[config.mk]
export PLATFORM = sky130hd
export DESIGN_NAME = wfi_sleep_ctrl
export DESIGN_NICKNAME = d
export VERILOG_FILES = /design/src/rtl/wfi_sleep_ctrl.sv
export SDC_FILE = /design/constraint.sdc
export NUM_CORES = 1
export LEC_CHECK = 0
export ABC_AREA = 1
export CAP_MARGIN = 40
export CORE_ASPECT_RATIO = 0.75
export CORE_UTILIZATION = 30
export DETAILED_ROUTE_END_ITERATION = 10
export PLACE_DENSITY_LB_ADDON = 0.2
export SYNTH_ARGS = -nofsm -noshare
export SYNTH_HDL_FRONTEND = slang
export SYNTH_SLANG_ARGS = --single-unit
[constraint.sdc]
create_clock -name clock -period 1.49 [get_ports clock]
set_input_delay 0.2235 -clock clock [delete_from_list [all_inputs] [get_ports clock]]
set_output_delay 0.2235 -clock clock [all_outputs]
set_load 0.05 [all_outputs]
[src/rtl/wfi_sleep_ctrl.sv]
// wfi_sleep_ctrl: WFI sleep sequencer. It drains outstanding fetch and memory
// traffic, gates the core clock while asleep, and wakes on any pending source.
// Optional feature macro: WFI_SLEEP_CTRL_STATS_EN enables the sleep_cycles counter.
module wfi_sleep_ctrl #(
    parameter int unsigned XLEN          = 32,
    parameter int unsigned DRAIN_TIMEOUT = 16,
    parameter int unsigned WAKE_CYCLES   = 2
) (
    input  logic            clock,
    input  logic            reset,
    input  logic            wfi_retire,
    input  logic            excpt,
    input  logic            debug,
    input  logic            single_step,
    input  logic            fetch_outstanding,
    input  logic            mem_outstanding,
    input  logic [XLEN-1:0] reg_mie,
    input  logic [XLEN-1:0] reg_mip,
    input  logic            bus_err_int,
    input  logic            debug_int,
    input  logic            clint_int,
    output logic            wfi,
    output logic            core_clock_en,
    output logic            wake_pulse,
    output logic            wfi_busy,
    output logic [31:0]     sleep_cycles
);

    typedef enum logic [1:0] {ST_IDLE, ST_DRAIN, ST_SLEEP, ST_WAKE} state_t;

    localparam logic [7:0] DRAIN_LAST = 8'(DRAIN_TIMEOUT - 1);
    localparam logic [3:0] WAKE_LAST  = 4'(WAKE_CYCLES - 1);

    state_t     state, state_nxt;
    logic [7:0] drain_cnt, drain_cnt_nxt;
    logic [3:0] wake_cnt, wake_cnt_nxt;
    logic       pend;

    assign pend = (|(reg_mie & reg_mip)) | bus_err_int | debug_int | clint_int;

    // Next-state and counter logic; counters stop at their limit because the FSM exits there
    always_comb begin
        state_nxt     = state;
        drain_cnt_nxt = drain_cnt;
        wake_cnt_nxt  = wake_cnt;
        case (state)
            ST_IDLE: begin
                if (wfi_retire && !pend && !excpt && !debug && !single_step) begin
                    state_nxt     = ST_DRAIN;
                    drain_cnt_nxt = '0;
                end
            end
            ST_DRAIN: begin
                if (pend || excpt || debug)
                    state_nxt = ST_IDLE;
                else if (!fetch_outstanding && !mem_outstanding)
                    state_nxt = ST_SLEEP;
                else if (drain_cnt == DRAIN_LAST)
                    state_nxt = ST_IDLE;
                else
                    drain_cnt_nxt = drain_cnt + 8'd1;
            end
            ST_SLEEP: begin
                if (pend || debug) begin
                    state_nxt    = ST_WAKE;
                    wake_cnt_nxt = '0;
                end
            end
            ST_WAKE: begin
                if (wake_cnt == WAKE_LAST)
                    state_nxt = ST_IDLE;
                else
                    wake_cnt_nxt = wake_cnt + 4'd1;
            end
            default: state_nxt = ST_IDLE;
        endcase
    end

    // State, counters and registered output decodes of the next state
    always_ff @(posedge clock) begin
        if (reset) begin
            state         <= ST_IDLE;
            drain_cnt     <= '0;
            wake_cnt      <= '0;
            wfi           <= 1'b0;
            core_clock_en <= 1'b1;
            wake_pulse    <= 1'b0;
            wfi_busy      <= 1'b0;
        end else begin
            state         <= state_nxt;
            drain_cnt     <= drain_cnt_nxt;
            wake_cnt      <= wake_cnt_nxt;
            wfi           <= (state_nxt == ST_SLEEP);
            core_clock_en <= (state_nxt != ST_SLEEP);
            wake_pulse    <= (state == ST_SLEEP) && (state_nxt == ST_WAKE);
            wfi_busy      <= (state_nxt != ST_IDLE);
        end
    end

`ifdef WFI_SLEEP_CTRL_STATS_EN
    logic [31:0] sleep_cnt;

    // Saturating count of cycles spent with wfi asserted; only reset clears it
    always_ff @(posedge clock) begin
        if (reset)
            sleep_cnt <= '0;
        else if (wfi && (sleep_cnt != '1))
            sleep_cnt <= sleep_cnt + 32'd1;
    end

    assign sleep_cycles = sleep_cnt;
`else
    assign sleep_cycles = '0;
`endif

endmodule
; After elaboration in Yosys (flattened, before gate mapping)
; Index checks and enable logic that the tools add are counted.
[word_totals]
in_bits = 75
memories = 0
ram_bits = 0
regBits = 18
latchBits = 0
romBits = 0
[op_classes]
n_reduce_logical = 22
n_div = 0
eq_ne = 14
mux = 15
add_sub_neg = 2
n_mul = 0
order_cmp = 0
shift = 0
bitwise_logic = 4
[op_table]
columns = operator, n
row1 = $and 32x32->32, 1
row2 = $mux 8, 4
row3 = $reduce_or 32->1, 1
row4 = $pmux 8 s2, 1
row5 = $ne 2x2->1 const B, 7
row6 = $mux 2, 6
row7 = $add 8x1->8 const B, 1
row8 = $eq 2x2->1 const B, 4
row9 = $eq 8x4->1 const B, 1
row10 = $mux 4, 2
row11 = $pmux 2 s4, 1
row12 = $pmux 4 s2, 1
row13 = $logic_and 1x1->1, 6
row14 = $logic_not 1->1, 6
row15 = $reduce_bool 2->1, 3
row16 = $reduce_and 5->1, 1
row17 = $add 4x1->4 const B, 1
row18 = $eq 4x1->1 const B, 1
row19 = $logic_or 1x1->1, 3
row20 = $or 1x1->1, 3
row21 = $reduce_and 3->1, 1
row22 = $eq 2x1->1 const B, 1
row23 = $logic_not 2->1, 1

; Longest topological paths before layout
; Gate-level depths: netlist of run 1.
[logic_depth]
depth_word = 14
depth_mapped = 15
ltp_nobuf = 15

; Worst setup path after synthesis of run 1
; Ideal clock, no wire load.
[synth_path]
kind = flip-flop to flip-flop
from = register drain_cnt[0]
to = register drain_cnt[6]
path_slack_ns = 0.060
setup_time_ns = 0.115
path_buffers = 1
period_less_slack_ns = 1.430
arrival_time_ns = 1.315
path_stages_with_launch = 11
path_cell_list = dfxtp_1 ha_1 nand3_1 nor2_1 nor2_1 nand4_1 nand2_2 buf_6 nand3_1 nand2_1 nor2_1
[synth_between]
elab_chain_len = 5
word_cells_on_any_way = 8
cone_classes = add/sub (1) / eq/ne (2) / mux (4) / reduce/logical (1)
[synth_lines]
columns = element, line_no
row1 = from (decl), 35  ; logic [7:0] drain_cnt, drain_cnt_nxt;
row2 = from (signal assigned), 91  ; drain_cnt <= drain_cnt_nxt;
row3 = $add 8x1->8, 61  ; drain_cnt_nxt = drain_cnt + 8'd1;
row4 = $mux 8, 58  ; else if (drain_cnt == DRAIN_LAST)
row5 = $mux 8, 56  ; else if (!fetch_outstanding && !mem_outstanding)
row6 = $mux 8, 54  ; if (pend || excpt || debug)
row7 = $pmux 8 s2, 46  ; case (state)
; Parallel ways exist; a longest one is shown, timed or not. The select of a mux whose other input is x is not followed.
; A chain may end at the register's enable or synchronous reset.

; Final worst setup path of run 1
[layout_path]
from = register drain_cnt[4]
to = register drain_cnt[1]
[layout_between]
elab_chain_len = 3
[layout_lines]
columns = element, line_no
row1 = $eq 8x4->1, 58
row2 = $ne 2x2->1 (no source line), n/a
row3 = $reduce_and 5->1 (no source line), n/a
; No other way between the ends.

==> metrics.md, run 1 <==
| Metric | Value |
|---|---|
| GRT Residual Overflow | 0 |
| Min Hold Slack | 0.4791 ns |
| # H-tree levels | 1 |
| Die width | 83.49 um |
| DRC viols | 0 |
| Critical Path Start | drain_cnt[4]$_SDFFE_PP0P_ |
| Clk pin slew, worst setup/hold paths | 0.07 ns |
| Yosys warns | 0 |
| Num rows | 21 |
| Die area | 0.005269 mm^2 |
| Die Span Y | 63.12 um |
| GPL Wtd Cong | 0.8143 |
| Port-buffer cells | 78 |
| Skew-Pair Late Insertion Delay | 0.26 ns |
| Max Root-Sink Buffers | 2 |
| Pleak | 1.555 nW |
| GR Util All Layers | 16.09% |
| DR vias | 1,751 |
| F_max | 0.6562 GHz |
| WL/cell | 12.06 um |
| Crit path DAT | 1.67 ns |
| Post-DRT Antenna Nets | 0 |
| Cell area after layout | 0.002689 mm^2 |
| Initial antenna violation count | 0 |
| Fin crit share | 102.3% |
| Hold path cells | 2 |
| Final Setup Violations | 5 |
| Hpwl dp | 3403 um |
| Area Growth Syn to Fin | 79.98% |
| Failing checks | setup timing |
| Most frequent cells in the layout | nand2_1, dlymetal6s2s_1, conb_1 |
| Final Hold Vio Count | 0 |
| Max-cap check violation count | 0 |
| CTS tree | built |
| Min-delay src | wake_cnt[3]$_SDFFE_PP0P_ |
| Busiest grt layer | met2 |
| Fraction of layout cells with a size suffix above 1 | 22.81% |
| Mapped cell area | 0.001494 mm^2 |
| Number of DRC markers in iteration 0 | 89 |
| Placed Area | 0.002301 mm^2 |
| Outcome | finished with violations |
| Top cells by area, synth | dfxtp_1, nand2_1, buf_4 |
| P_int | 823.1 uW |
| Cts bufs inserted | 3 |
| Combinational power share | 33.6% |
| Sequential area share after synthesis | 24.12% |
| FF+latch count, synth | 18 |
| P_sw | 419.5 uW |
| Met1 usage | 20.29% |
| Setup TNS | -0.08117 ns |
| Core Region | 0.004624 mm^2 |
| Pwr Total | 1.243 mW |
| Flop-to-flop setup slack | -0.03 ns |
| Post-synth top area share | 24.12% |
| ANT cells | 0 |
| Boundary Pins | 111 |
| Clk pwr share | 27.9% |
| Leading cell type in the layout, fill and taps excluded | nand2_1 |
| First-pass GRT wire length | 6927 um |
| Max Slew Vio Count | 0 |
| Met3 global-route usage | 4.718% |
| Crit start category | flop |
| R2R Path Start | drain_cnt[4]$_SDFFE_PP0P_ |
| Sw Ratio | 33.76% |
| Critical path endpoint category | flop |
| Root Driver | clkbuf_8 |
| RSZ-0062 raised after global routing | yes |
| RR Endpoint | drain_cnt[1]$_SDFFE_PP0P_ |
| Tmin final | 1.524 ns |
| Hold EP | wake_cnt[3]$_SDFFE_PP0P_ |
| Post-synthesis cell type count | 21 |
| Starting density of the core | 32.31% |
| Syn Area/Cell | 6.073 um^2 |
| Non-Filler Instances | 399 |
| First-pass detailed-route iteration total | 5 |
| WS Path Type | reg -> reg |
| Fin worst setup slack | -0.03394 ns |
| Worst vdd ir | 385.0 uV |
| Setup WS pre-CTS | -0.3473 ns |
| Via density | 4.388 |
| Total Wirelength | 4812 um |
| Post-synthesis cell count | 246 |
| Crit Path Max Fanout | 8 |
| Clk_skew | 0.003918 ns |
| Required @ worst endpoint | 1.64 ns |
| Worst R2R Path Depth | 9 |
| Seq pwr share | 38.5% |
| Met2 Track Usage GR | 27.05% |
| Cell total after placement | 389 |
| Largest net degree at the start of global routing | 18 |
| Worst hold path type | reg -> reg |
| Vias in the first global route | 1,517 |
| FILL cells | 421 |
| # nets final | 422 |
| Final Util | 58.14% |
| PD cells | 462.2 mW/mm^2 |
| Cell taking the most area after synthesis | dfxtp_1 |
| CTS sink cnt | 18 |
-- layout make-up --
| cell class | count | area (um^2) | area share (%) |
|---|---|---|---|
| Clock buffer | 3 | 41.29 | 1.536 |
| Timing Repair Buffer | 97 | 1028 | 38.25 |
| Tap cell | 57 | 71.32 | 2.652 |
| Sequential cell | 18 | 369.1 | 13.73 |
| Multi-Input combinational cell | 196 | 1074 | 39.93 |
| Inverter | 28 | 105.1 | 3.909 |
-- Yosys cell counts, drive strengths merged --
library cell,instances
nand2,80
buf,34
nor2,32
inv,28
nand3,20
dfxtp,18
a21oi,13
nand4,5
o21ai,5
ha,3
o311ai,2
or2,2
clkbuf,1
conb,1
nor3,1
o21a,1
-- logic make-up (layout without fill, tap and decap cells) --
| family | Yosys count | count (layout) | share of synthesized area, % |
|---|---|---|---|
| buffers and inverters | 63 | 128 | 24.87 |
| other | 1 | 32 | 0.2510 |
| and+or+nand+nor | 140 | 140 | 39.78 |
| AOI/OAI and AO/OA | 21 | 21 | 8.460 |
| adders and majority gates | 3 | 3 | 2.513 |
| DFF | 18 | 18 | 24.12 |
-- how the worst max path moves through the flow --
stage	to	slack, ns
6_report	drain_cnt[1]$_SDFFE_PP0P_	-0.03
5_1_grt	drain_cnt[7]$_SDFFE_PP0P_	-0.09
4_1_cts	core_clock_en$_SDFF_PP1_	0.001
3_5_place_dp	core_clock_en$_SDFF_PP1_	-0.35
3_3_place_gp	core_clock_en$_SDFF_PP1_	-0.31
2_1_floorplan	drain_cnt[6]$_SDFFE_PP0P_	0.06
-- power groups by stage --
stage / Clock, mW / Sequential [mW] / Combinational [mW]
after floorplan: 0 / 0.492 / 0.300
after global routing: 0.379 / 0.478 / 0.446
after CTS: 0.361 / 0.481 / 0.422
after detailed placement: 0 / 0.492 / 0.445
final: 0.347 / 0.479 / 0.417
after global placement: 0 / 0.492 / 0.442
-- worst max-delay path: stages, from the launching register on --
cell       delay (ns)
dfxtp_2          0.35
inv_2            0.09
nand4_1          0.17
nor2_4           0.17
nor2_4           0.04
nand4_1          0.09
nand2_2          0.11
clkbuf_16        0.19
a21oi_2          0.15
nor2_1           0.06
-- flip-flops by register name, indices dropped and copies added (netlist names) --
name and flops:
drain_cnt 8, wake_cnt 4, wake_pulse 1, wfi_busy 1, state 2, core_clock_en 1, wfi 1
-- timing repair --
action,CTS,global route
pin swaps,34,70
resized for setup,36,94
endpoints found under the setup margin,13,17
cloned,0,1
buffers inserted,3,3
hold buffers,0,0
-- per-layer routing --
metal	vias up	part of all wire [%]
li1	900	-
met1	751	42
met2	90	48
met3	10	7.2
met5	-	0
met4	0	2.2
Power figures use the tool's default switching activity.
==> inputs of run 2 (changes only) <==
Settings changed: GPL_TIMING_DRIVEN set to 0.
==> metrics.md, run 2 (same netlist as run 1, synthesis figures left out) <==
| Metric | Value |
|---|---|
| Outcome | finished with violations (unchanged) |
| Failing checks | setup timing (unchanged) |
| # nets final | 448 (was 422) |
| WS Path Type | reg -> reg (unchanged) |
| DR vias | 1,821 (was 1,751) |
| Pwr Total | 1.351 mW (was 1.243 mW) |
| Max Slew Vio Count | 0 (unchanged) |
| Hold path cells | 2 (unchanged) |
| FILL cells | 463 (was 421) |
| Combinational power share | 34.7% (was 33.6%) |
| Fin crit share | 102.7% (was 102.3%) |
| Max Root-Sink Buffers | 2 (unchanged) |
| Worst-margin pin slew | 0.5378 ns |
| Crit Path Max Fanout | 5 (was 8) |
| Min-delay src | wake_cnt[3]$_SDFFE_PP0P_ (unchanged) |
| Seq pwr share | 35.2% (was 38.5%) |
| Uppermost layer routed | met4 (unchanged) |
| Largest regs | drain_cnt: 8 flops, wake_cnt: 4 flops, state: 2 flops (unchanged) |
| Leading cell type in the layout, fill and taps excluded | nand2_1 (unchanged) |
| Post-DRT Antenna Nets | 0 (unchanged) |
| Fin worst setup slack | -0.04089 ns (was -0.03394 ns) |
| Required @ worst endpoint | 1.64 ns (about the same) |
| Max-cap check violation count | 0 (unchanged) |
| Largest net degree at the start of global routing | 11 (was 18) |
| Cts bufs inserted | 3 (unchanged) |
| Pleak | 1.473 nW (was 1.555 nW) |
| Biggest register | drain_cnt (unchanged) |
| Total Wirelength | 5005 um (was 4812 um) |
| Hold_buf cts | 0 (unchanged) |
| Hold EP | wake_cnt[3]$_SDFFE_PP0P_ (unchanged) |
| WL/cell | 11.75 um (was 12.06 um) |
| Via density | 4.275 (was 4.388) |
| Met1 Wirelength | 2078 um (was 2029 um) |
| GR Util All Layers | 17.55% (was 16.09%) |
| Skew-Pair Late Insertion Delay | 0.26 ns (about the same) |
| Sw Ratio | 32.10% (was 33.76%) |
| RSZ-0062 raised after global routing | yes (unchanged) |
| Number of flip-flops in the largest register | 8 (unchanged) |
| Flop-to-flop setup slack | -0.04 ns (was -0.03 ns) |
| First-pass GRT wire length | 7493 um (was 6927 um) |
| Clk pwr share | 30.1% (was 27.9%) |
| Crit path DAT | 1.68 ns (was 1.67 ns) |
| CTS tree | built (unchanged) |
| Area Growth Syn to Fin | 82.83% (was 79.98%) |
| RR Endpoint | drain_cnt[0]$_SDFFE_PP0P_ (was drain_cnt[1]$_SDFFE_PP0P_) |
| Final Hold Vio Count | 0 (unchanged) |
| Final Setup Violations | 1 (was 5) |
| Storage cell area | 376.6 um^2 (was 369.1 um^2) |
| Most frequent cells in the layout | nand2_1, dlygate4sd2_1, buf_4 (was nand2_1, dlymetal6s2s_1, conb_1) |
| Root Driver | clkbuf_8 (unchanged) |
| R2R Path Start | drain_cnt[1]$_SDFFE_PP0P_ (was drain_cnt[4]$_SDFFE_PP0P_) |
| GPL Wtd Cong | 0.8028 (was 0.8143) |
| Tmin final | 1.531 ns (was 1.524 ns) |
| Port-buffer cells | 78 (unchanged) |
| Number of DRC markers in iteration 0 | 87 (was 89) |
| Die Span Y | 63.12 um (unchanged) |
| PD cells | 494.5 mW/mm^2 (was 462.2 mW/mm^2) |
| Starting density of the core | 32.31% (unchanged) |
| Fraction of layout cells with a size suffix above 1 | 26.56% (was 22.81%) |
| Met3 routed WL | 395 um (was 346 um) |
| Worst hold path type | reg -> reg (unchanged) |
| ANT cells | 0 (unchanged) |
| GRT Residual Overflow | 0 (unchanged) |
| # H-tree levels | 1 (unchanged) |
| Met2 wire len | 2377 um (was 2333 um) |
| F_max | 0.6532 GHz (was 0.6562 GHz) |
| P_sw | 433.6 uW (was 419.5 uW) |
| Critical path endpoint category | flop (unchanged) |
| Slew headroom | 64.15% |
| CTS sink cnt | 18 (unchanged) |
| Vias in the first global route | 1,589 (was 1,517) |
| Boundary Pins | 111 (unchanged) |
| Clk_skew | 0.005715 ns (was 0.003918 ns) |
| Die width | 83.49 um (unchanged) |
| Num rows | 21 (unchanged) |
| P_int | 917.2 uW (was 823.1 uW) |
| Worst R2R Path Depth | 9 (unchanged) |
| Initial antenna violation count | 0 (unchanged) |
| Hpwl dp | 3660 um (was 3403 um) |
| Area of the multi-input gates | 0.001011 mm^2 (was 0.001074 mm^2) |
| Crit start category | flop (unchanged) |
| Worst vdd ir | 293.7 uV (was 385.0 uV) |
| DRC viols | 0 (unchanged) |
| Die area | 0.005269 mm^2 (unchanged) |
| First-pass detailed-route iteration total | 4 (was 5) |
| Core Region | 0.004624 mm^2 (unchanged) |
| Setup WS pre-CTS | -0.4225 ns (was -0.3473 ns) |
| Clk pin slew, worst setup/hold paths | 0.07 ns (about the same) |
-- run 2: what timing repair did --
| action | in CTS | in global routing |
|---|---|---|
| setup buffers | 3 | 5 |
| resized for setup | 68 | 66 |
| gates cloned | 2 | 0 |
| pin swaps | 54 | 49 |
| endpoints found under the hold margin | 0 | 0 |
| setup endpoints to repair | 18 | 14 |
-- run 2: layout make-up --
| type | instances | area share [%] |
|---|---|---|
| Buffer | 35 | 9.757 |
| Clock buffer | 4 | 2.016 |
| Inverter | 28 | 3.848 |
| Multi-Input combinational cell | 196 | 37.01 |
| Sequential cell | 18 | 13.79 |
| Tap cell | 57 | 2.611 |
| Timing Repair Buffer | 88 | 30.97 |
-- run 2: worst max path at each step --
stage	start	to
floorplan	drain_cnt[0]$_SDFFE_PP0P_	drain_cnt[6]$_SDFFE_PP0P_
global placement	reg_mie[23]	drain_cnt[7]$_SDFFE_PP0P_
detailed placement	reg_mie[26]	drain_cnt[7]$_SDFFE_PP0P_
CTS	debug_int	drain_cnt[7]$_SDFFE_PP0P_
global route	drain_cnt[1]$_SDFFE_PP0P_	drain_cnt[0]$_SDFFE_PP0P_
finish	drain_cnt[1]$_SDFFE_PP0P_	drain_cnt[0]$_SDFFE_PP0P_
-- run 2: stage by stage --
| stage | std cells | cell area, um^2 | utilization (%) | hold WS, ns | TNS, ns |
|---|---|---|---|---|---|
| 2_1_floorplan | 277 | 1610 | - | 0.2934 | 0 |
| 3_3_place_gp | 412 | 2462 | 53.25 | 0.4663 | -5.338 |
| 3_5_place_dp | 412 | 2462 | 53.25 | 0.4684 | -5.695 |
| 4_1_cts | 421 | 2526 | 54.63 | 0.4839 | -0.008472 |
| 5_1_grt | 426 | 2731 | 59.06 | 0.5076 | -0.4085 |
| 6_report | 426 | 2731 | 59.06 | 0.4820 | -0.04089 |
-- run 2: critical path: stages, from the launching register on --
cell,delay [ns]
dfxtp_4,0.37
ha_4,0.16
nand3_4,0.09
nor2_4,0.12
nor2_2,0.04
nand4_1,0.09
nand2_2,0.12
buf_6,0.16
a21oi_1,0.18
nor2_1,0.08
-- run 2: power groups by stage --
stage | sequential, mW | combinational (mW) | clock [mW]
3_3_place_gp | 0.492 | 0.501 | 0
2_1_floorplan | 0.492 | 0.300 | 0
6_report | 0.475 | 0.469 | 0.407
4_1_cts | 0.481 | 0.459 | 0.418
3_5_place_dp | 0.492 | 0.505 | 0
5_1_grt | 0.475 | 0.500 | 0.441
-- run 2: layer usage --
layer	global-route usage (%)	up-vias
met4	4.873	0
met2	29.51	80
met1	22.21	776
met3	4.718	16
met5	0	-
li1	-	949
==> inputs of run 3 (changes only) <==
Settings changed: CORE_MARGIN set to 1, SETUP_SLACK_MARGIN set to 0.4.
==> metrics.md, run 3 (same netlist as run 1, synthesis figures left out) <==
| Metric | Value |
|---|---|
| Outcome | complete, no violations (was finished with violations) |
| Initial antenna violation count | 0 (unchanged) |
| Vias in the first global route | 1,660 (was 1,589) |
| Cell area after layout | 0.002729 mm^2 (was 0.002731 mm^2) |
| Max Slew Vio Count | 0 (unchanged) |
| Pwr Total | 1.351 mW (about the same) |
| Clk_skew | 0.001009 ns (was 0.005715 ns) |
| Biggest register | drain_cnt (unchanged) |
| Area of the multi-input gates | 0.001174 mm^2 (was 0.001011 mm^2) |
| Die Span Y | 63.12 um (unchanged) |
| Hold EP | drain_cnt[6]$_SDFFE_PP0P_ (was wake_cnt[3]$_SDFFE_PP0P_) |
| Post-DRT Antenna Nets | 0 (unchanged) |
| Boundary Pins | 111 (unchanged) |
| Tmin final | 1.488 ns (was 1.531 ns) |
| First-pass detailed-route iteration total | 4 (unchanged) |
| Largest net degree at the start of global routing | 11 (unchanged) |
| Via density | 4.343 (was 4.275) |
| Most frequent cells in the layout | nand2_1, buf_4, conb_1 (was nand2_1, dlygate4sd2_1, buf_4) |
| Crit path DAT | 1.64 ns (was 1.68 ns) |
| P_sw | 449.1 uW (was 433.6 uW) |
| PD cells | 495.0 mW/mm^2 (was 494.5 mW/mm^2) |
| Hpwl dp | 3822 um (was 3660 um) |
| Starting density of the core | 32.31% (unchanged) |
| Root Driver | clkbuf_8 (unchanged) |
| CTS sink cnt | 18 (unchanged) |
| Final Setup Violations | 0 (was 1) |
| Area Growth Syn to Fin | 82.66% (was 82.83%) |
| Hold path cells | 2 (unchanged) |
| # H-tree levels | 1 (unchanged) |
| Total Wirelength | 5348 um (was 5005 um) |
| Min Hold Slack | 0.5033 ns (was 0.4820 ns) |
| Number of flip-flops in the largest register | 8 (unchanged) |
| DR vias | 1,863 (was 1,821) |
| Largest regs | drain_cnt: 8 flops, wake_cnt: 4 flops, state: 2 flops (unchanged) |
| Critical path endpoint category | flop (unchanged) |
| Port-buffer cells | 78 (unchanged) |
| Crit start category | flop (unchanged) |
| Required @ worst endpoint | 1.65 ns (was 1.64 ns) |
| Max-cap check violation count | 0 (unchanged) |
| Worst R2R Path Depth | 9 (unchanged) |
| Storage cell area | 384.1 um^2 (was 376.6 um^2) |
| Flop-to-flop setup slack | 0.002 ns (was -0.04 ns) |
| Leading cell type in the layout, fill and taps excluded | nand2_1 (unchanged) |
| Final Hold Vio Count | 0 (unchanged) |
| Placed Area | 0.002526 mm^2 (was 0.002462 mm^2) |
| Non-Filler Instances | 429 (was 426) |
| Clk pwr share | 30.5% (was 30.1%) |
| Die width | 83.49 um (unchanged) |
| ANT cells | 0 (unchanged) |
| First-pass GRT wire length | 7817 um (was 7493 um) |
| FILL cells | 445 (was 463) |
| Min-delay src | drain_cnt[6]$_SDFFE_PP0P_ (was wake_cnt[3]$_SDFFE_PP0P_) |
| Core Region | 0.004624 mm^2 (unchanged) |
| F_max | 0.6720 GHz (was 0.6532 GHz) |
| Number of DRC markers in iteration 0 | 115 (was 87) |
| Crit Path Max Fanout | 5 (unchanged) |
| Clk pin slew, worst setup/hold paths | 0.07 ns (about the same) |
| Die area | 0.005269 mm^2 (unchanged) |
| GR Util All Layers | 18.39% (was 17.55%) |
| GRT Residual Overflow | 0 (unchanged) |
| Seq pwr share | 34.9% (was 35.2%) |
| Max Root-Sink Buffers | 2 (unchanged) |
| Worst vdd ir | 337.2 uV (was 293.7 uV) |
| DRC viols | 0 (unchanged) |
| Fin crit share | 99.87% (was 102.7%) |
| # nets final | 451 (was 448) |
| WS Path Type | reg -> reg (unchanged) |
| Skew-Pair Late Insertion Delay | 0.26 ns (about the same) |
| WL/cell | 12.47 um (was 11.75 um) |
| Combinational power share | 34.6% (was 34.7%) |
| Sw Ratio | 33.25% (was 32.10%) |
| Cts bufs inserted | 3 (unchanged) |
| RSZ-0062 raised after global routing | yes (unchanged) |
| GPL Wtd Cong | 0.8073 (was 0.8028) |
| R2R Path Start | drain_cnt[6]$_SDFFE_PP0P_ (was drain_cnt[1]$_SDFFE_PP0P_) |
| Critical Path Start | drain_cnt[6]$_SDFFE_PP0P_ (was drain_cnt[1]$_SDFFE_PP0P_) |
| Worst hold path type | reg -> reg (unchanged) |
| P_int | 901.7 uW (was 917.2 uW) |
| Cell total after placement | 412 (unchanged) |
| RR Endpoint | drain_cnt[3]$_SDFFE_PP0P_ (was drain_cnt[0]$_SDFFE_PP0P_) |
| Fraction of layout cells with a size suffix above 1 | 48.92% (was 26.56%) |
| Pleak | 1.471 nW (was 1.473 nW) |
| CTS tree | built (unchanged) |
| Num rows | 21 (unchanged) |
[run 3: cell count changes in the layout (fill, tap and decap cells not counted), moves of 3 or more]
cell,before,now
buf_2,0,21
buf_6,7,15
clkbuf_2,0,28
clkdlybuf4s15_1,13,8
clkdlybuf4s50_1,12,6
dlygate4sd2_1,43,8
dlymetal6s2s_1,10,0
inv_1,23,20
nand2_1,69,59
nand2_2,9,14
nand2_4,2,6
nor2_4,2,6
[run 3: how the worst max path moves through the flow]
stage,slack (ns),endpoint,cells after the start
2_1_floorplan,0.15,drain_cnt[6]$_SDFFE_PP0P_,10
3_3_place_gp,-0.46,drain_cnt[6]$_SDFFE_PP0P_,14
3_5_place_dp,-0.49,drain_cnt[7]$_SDFFE_PP0P_,14
4_1_cts,0.02,drain_cnt[5]$_SDFFE_PP0P_,9
5_1_grt,-0.13,drain_cnt[6]$_SDFFE_PP0P_,9
6_report,0.002,drain_cnt[3]$_SDFFE_PP0P_,9
[run 3: metrics by stage]
stage / setup TNS (ns) / worst slack (ns) / utilization (%)
final: 0 / 0.001865 / 59.01
after global routing: -0.6509 / -0.1345 / 59.01
after CTS: 0 / 0.02172 / 56.01
after detailed placement: -6.354 / -0.4863 / 54.63
after global placement: -6.075 / -0.4568 / 54.63
after floorplan: 0 / 0.1499 / -
[run 3: routing by layer]
layer  track usage [%]  up-vias  share of wire [%]
met3             4.456       10                6.9
met1             23.05      818                 41
li1                  -      958                  -
met5                 0        -                  0
met2             32.38       77                 51
met4             3.390        0                1.4
[run 3: cell type report]
type | instances | area share [%]
Buffer | 35 | 9.812
Timing Repair Buffer | 91 | 24.53
Sequential cell | 18 | 14.08
Multi-Input combinational cell | 196 | 43.01
Tap cell | 57 | 2.613
Inverter | 28 | 3.943
Clock buffer | 4 | 2.017
[run 3: timing repair]
item                       4_1_cts  5_1_grt
buffers inserted                 7        4
gates resized for setup        190      105
cloned                           2        0
setup endpoints to repair       22       18
hold buffers                     0        0
pin swaps                       58       61
[run 3: critical path: stages (launching register included)]
cell	delay [ns]
dfxtp_2	0.34
inv_1	0.09
nand4_1	0.15
nor2_4	0.17
nor2_4	0.05
nand4_1	0.08
nand2_2	0.13
buf_6	0.16
a21oi_1	0.14
nor2_1	0.06
[run 3: power groups by stage]
stage / Sequential [mW] / Combinational [mW] / Clock [mW]
after floorplan: 0.492 / 0.303 / 0
after detailed placement: 0.492 / 0.511 / 0
after global routing: 0.471 / 0.499 / 0.447
after global placement: 0.492 / 0.507 / 0
after CTS: 0.477 / 0.464 / 0.419
final: 0.472 / 0.468 / 0.412
